**config.mk**
```make
export PLATFORM = sky130hd
export DESIGN_NAME = alu_share_arb
export DESIGN_NICKNAME = d
export VERILOG_FILES = /design/src/rtl/alu_share_arb.sv
export SDC_FILE = /design/constraint.sdc
export NUM_CORES = 1
export LEC_CHECK = 0
export CAP_MARGIN = 20
export CORE_AREA = 2 2 119 121
export DETAILED_ROUTE_END_ITERATION = 6
export DIE_AREA = 0 0 121 123
export PLACE_DENSITY = 0.89
export SETUP_SLACK_MARGIN = 0.4
export SLEW_MARGIN = 20
export SYNTH_ARGS = -nofsm -noshare
export SYNTH_HDL_FRONTEND = slang
export SYNTH_SLANG_ARGS = --single-unit
export TNS_END_PERCENT = 5
```
**constraint.sdc**
```tcl
create_clock -name clk -period 3.5 [get_ports clk]
set_input_delay 0.875 -clock clk [delete_from_list [all_inputs] [get_ports clk]]
set_output_delay 0.875 -clock clk [all_outputs]
set_load 0.02 [all_outputs]
```
**src/rtl/alu_share_arb.sv**
```systemverilog
// alu_share_arb: round-robin arbiter/sequencer sharing one 32-bit ALU.
// Ports: clk/reset, two valid/ready request ports (a, b, sel), response
// port (valid/ready, id, data, err), ALU drive (alu_a/b/sel/reset),
// alu_dout from the ALU, busy status.
module alu_share_arb #(
   parameter logic [2:0] OP_AND = 3'b000,
   parameter logic [2:0] OP_OR  = 3'b001,
   parameter logic [2:0] OP_ADD = 3'b010,
   parameter logic [2:0] OP_SUB = 3'b110,
   parameter logic [2:0] OP_SLT = 3'b111
) (
   input  logic        clk,
   input  logic        reset,
   input  logic        req0_valid,
   output logic        req0_ready,
   input  logic [31:0] req0_a,
   input  logic [31:0] req0_b,
   input  logic [2:0]  req0_sel,
   input  logic        req1_valid,
   output logic        req1_ready,
   input  logic [31:0] req1_a,
   input  logic [31:0] req1_b,
   input  logic [2:0]  req1_sel,
   output logic        rsp_valid,
   input  logic        rsp_ready,
   output logic        rsp_id,
   output logic [31:0] rsp_data,
   output logic        rsp_err,
   output logic [31:0] alu_a,
   output logic [31:0] alu_b,
   output logic [2:0]  alu_sel,
   output logic        alu_reset,
   input  logic [31:0] alu_dout,
   output logic        busy
);

   typedef enum logic [1:0] {
      IDLE = 2'd0,
      EXEC = 2'd1,
      RESP = 2'd2
   } state_t;

   state_t state;
   state_t state_nx;

   logic last_grant;
   logic gnt_any;
   logic gnt_id;
   logic sel_legal;

   logic [31:0] pick_a;
   logic [31:0] pick_b;
   logic [2:0]  pick_sel;

   // Grant: a lone requester wins; on a tie the one
   // that did not win last time wins.
   always_comb begin
      gnt_any = 1'b0;
      gnt_id  = 1'b0;
      if (state == IDLE && !reset) begin
         if (req0_valid && req1_valid) begin
            gnt_any = 1'b1;
            gnt_id  = ~last_grant;
         end else if (req0_valid) begin
            gnt_any = 1'b1;
            gnt_id  = 1'b0;
         end else if (req1_valid) begin
            gnt_any = 1'b1;
            gnt_id  = 1'b1;
         end
      end
   end

   assign req0_ready = gnt_any && !gnt_id;
   assign req1_ready = gnt_any && gnt_id;

   always_comb begin
      pick_a   = req0_a;
      pick_b   = req0_b;
      pick_sel = req0_sel;
      if (gnt_id) begin
         pick_a   = req1_a;
         pick_b   = req1_b;
         pick_sel = req1_sel;
      end
   end

   always_comb begin
      sel_legal = 1'b0;
      unique case (alu_sel)
         OP_AND, OP_OR, OP_ADD,
         OP_SUB, OP_SLT: sel_legal = 1'b1;
         default:        sel_legal = 1'b0;
      endcase
   end

   // state register
   always_ff @(posedge clk or posedge reset) begin
      if (reset) state <= IDLE;
      else       state <= state_nx;
   end

   // next state
   always_comb begin
      state_nx = state;
      unique case (state)
         IDLE: if (gnt_any)   state_nx = EXEC;
         EXEC:                state_nx = RESP;
         RESP: if (rsp_ready) state_nx = IDLE;
         default:             state_nx = IDLE;
      endcase
   end

   // state-decoded outputs
   always_comb begin
      rsp_valid = (state == RESP);
      busy      = (state != IDLE);
      alu_reset = (state != EXEC);
   end

   // operand capture, arbiter pointer and result capture
   always_ff @(posedge clk or posedge reset) begin
      if (reset) begin
         alu_a      <= '0;
         alu_b      <= '0;
         alu_sel    <= '0;
         rsp_id     <= 1'b0;
         last_grant <= 1'b1;
         rsp_data   <= '0;
         rsp_err    <= 1'b0;
      end else begin
         if (gnt_any) begin
            alu_a      <= pick_a;
            alu_b      <= pick_b;
            alu_sel    <= pick_sel;
            rsp_id     <= gnt_id;
            last_grant <= gnt_id;
         end
         if (state == EXEC) begin
            rsp_data <= sel_legal ? alu_dout : '0;
            rsp_err  <= !sel_legal;
         end
      end
   end

endmodule
```
==> results.txt <==
RSZ-0062 raised after global routing: no
Synth warnings: 0
Total CTS buffers: 9
Fmax: 347 MHz
Mean post-synth cell area: 11.3 um^2
Worst Hold Slack: 0.506 ns
Worst-Margin Slew: 0.874 ns
Largest net degree at the start of global routing: 70
Clock power share: 0.173
Most used routing layer: met2
Detailed Routing Iterations Pass 1: 5
DR WL/cell: 18.7 um
Max clock buf depth: 2
DRT iter0 DRCs: 225
Post-synthesis register bit count: 104
Crit path arrival time: 2.01 ns
CP Capture Type: output port
Worst endpoint required time: 2.62 ns
Area Growth Syn to Fin: 70.5%
Post-synth EDFFs: 0
Fin. Hold Viols: 0
Most frequent cells in the layout: clkdlybuf4s50_1 (272), dfrtp_1 (103), nand2_1 (68)
Synth Flop Type: dfrtp_1
NetSw: 2.24 mW
Initial antenna violation count: 0
Final net count: 828
Detailed Place HPWL: 11,400 um
Clk_lat worst skew: 0.33 ns
Seq/Total Area, Yosys: 0.569
Gate count of the mapped netlist: 404
Worst VDD drop: 0.000401 V
Diode count: 0
Setup WS post-layout: 0.615 ns
Top Ports: 277
Final setup vio count: 0
Yosys top cell by area: dfrtp_1
Syn_nets: 575
Die X: 121 um
GRT met2 Usage: 0.362
Congestion Overflow GR: 0
Post-route DRC: 0
TritonCTS clock tree: done
Starting Density: 0.336
Sequential share of power: 0.338
Sw Share: 0.363
HP Class: reg2reg
Yosys cell types: 24
Synth async-reset ratio: 1.00
Critical path class: in2out
Gpl congestion: 0.793
Clk root buf: clkbuf_16
Dpl ws: -0.0622 ns
Port buffer count: 276
Power per cell area: 790 nW/um^2
Met3 GRT Util: 0.0526
Routed Antenna Nets: 0
First-pass GRT wire length: 24,600 um
Comb pwr share: 0.489
Synthesized area: 4570 um^2
Die area: 14,900 um^2
Core area: 13,600 um^2
Pint: 3.92 mW
Die Height: 123 um
Clk sinks: 104
Top cells by area, synth: dfrtp_1 (56%), a221o_1 (15%), a22o_1 (6.1%), nand2_1 (5.6%), nor3_1 (5.4%)
Vias: 4,517
Final period util: 0.824
CP Max Fanout: 2
CP startpoint kind: input pin
Max Clock Skew: 0.0112 ns
Worst rel slew slack: 0.415
FILL cells: 1,140
Outcome: completed
Wirelength, routed: 15,800 um
Num rows: 43
Layout cell share with drive strength beyond 1: 0.0876
Vias in the first global route: 4,768
Max-cap violations: 0
GRT Util Overall: 0.210
Final critical-path required period: 2.89 ns
Pleak: 3.22 nW
Reg clk slew, reported paths: 0.07 ns
Final max-slew violation count: 0
H-tree depth: 3
Most common cell after layout, fill and taps aside: clkdlybuf4s50_1
Share of the synthesized area in the top cell type: 0.563
Grt met1 use: 0.255
Vias/cell: 5.36
-- power by group through the flow --
stage	clock (mW)	sequential (mW)	combinational [mW]
floorplan	0	2.69	0.864
global placement	0	2.07	2.96
detailed placement	0	2.09	3.03
CTS	1.10	2.08	3.03
global route	1.15	2.15	3.19
finish	1.06	2.09	3.01
-- logic make-up (layout without fill, tap and decap cells) --
| logic type | after synthesis | after routing | share of synthesized area |
|---|---|---|---|
| AO/OA/AOI/OAI | 104 | 104 | 0.214 |
| AND/OR/NAND/NOR | 146 | 146 | 0.166 |
| buffers and inverters | 50 | 308 | 0.0501 |
| flip-flops | 104 | 104 | 0.569 |
-- Yosys cell counts (2+ instances only) --
library cell	number
a221o_1	67
buf_6	3
buf_1	2
nor3_2	20
nand2_1	68
a21o_1	2
buf_2	12
clkbuf_1	28
inv_1	4
nor3_1	49
nor2b_1	2
a22o_1	32
nand2b_1	2
dfrtp_1	103
-- worst max-delay path, cell delays in order --
cell and delay [ns]:
dlygate4sd2_1 0.29, or3_2 0.44, nor3b_1 0.20, buf_2 0.20
-- path summary, 6_finish.rpt --
path                             start           to  slack, ns  cells past startpoint
max                              reset   req0_ready       0.61                      4
min                        rsp_data[7]  rsp_data[7]       0.51                      1
max reg2reg                   state[0]     alu_b[4]       1.51                      4
min reg2reg                rsp_data[7]  rsp_data[7]       0.51                      1
max in group asynchronous        reset    alu_a[22]       1.85                      4
min in group asynchronous        reset     alu_b[9]       1.06                      4
-- sequential cells by signal, indices dropped and copies added, names as in the netlist --
register    cells
alu_a          32
alu_b          32
alu_sel         3
last_grant      1
rsp_data       32
rsp_err         1
rsp_id          1
state           2
-- metrics by stage --
stage                     utilization  instances  instance area [um^2]  power [mW]  TNS (ns)
after floorplan                     -        404                  4580        3.55         0
after global placement          0.549        825                  7470        5.03   -0.0564
after detailed placement        0.549        825                  7470        5.12   -0.0622
after CTS                       0.572        841                  7780        6.21         0
after global routing            0.573        842                  7800        6.49         0
final                           0.573        842                  7800        6.17         0
-- cell type report --
type	count	area, um^2	share of cell area
Timing Repair Buffer	288	2860	0.367
Sequential cell	104	2600	0.334
Inverter	4	18.8	0.00241
Clock buffer	9	225	0.0289
Clock inverter	7	95.1	0.0122
Tap cell	180	225	0.0289
Multi-Input combinational cell	250	1770	0.227
-- layer usage --
layer	wire, um	vias up
met3	1300	31
li1	-	2035
met1	6400	2207
met2	7670	244
met5	0	-
met4	397	0
-- repair_timing --
action / CTS / global route
resized for setup: 9 / 0
hold buffers: 0 / 0
endpoints found under the setup margin: 2 / 0
buffers inserted: 0 / 0
(Power assumes the default switching activity.)
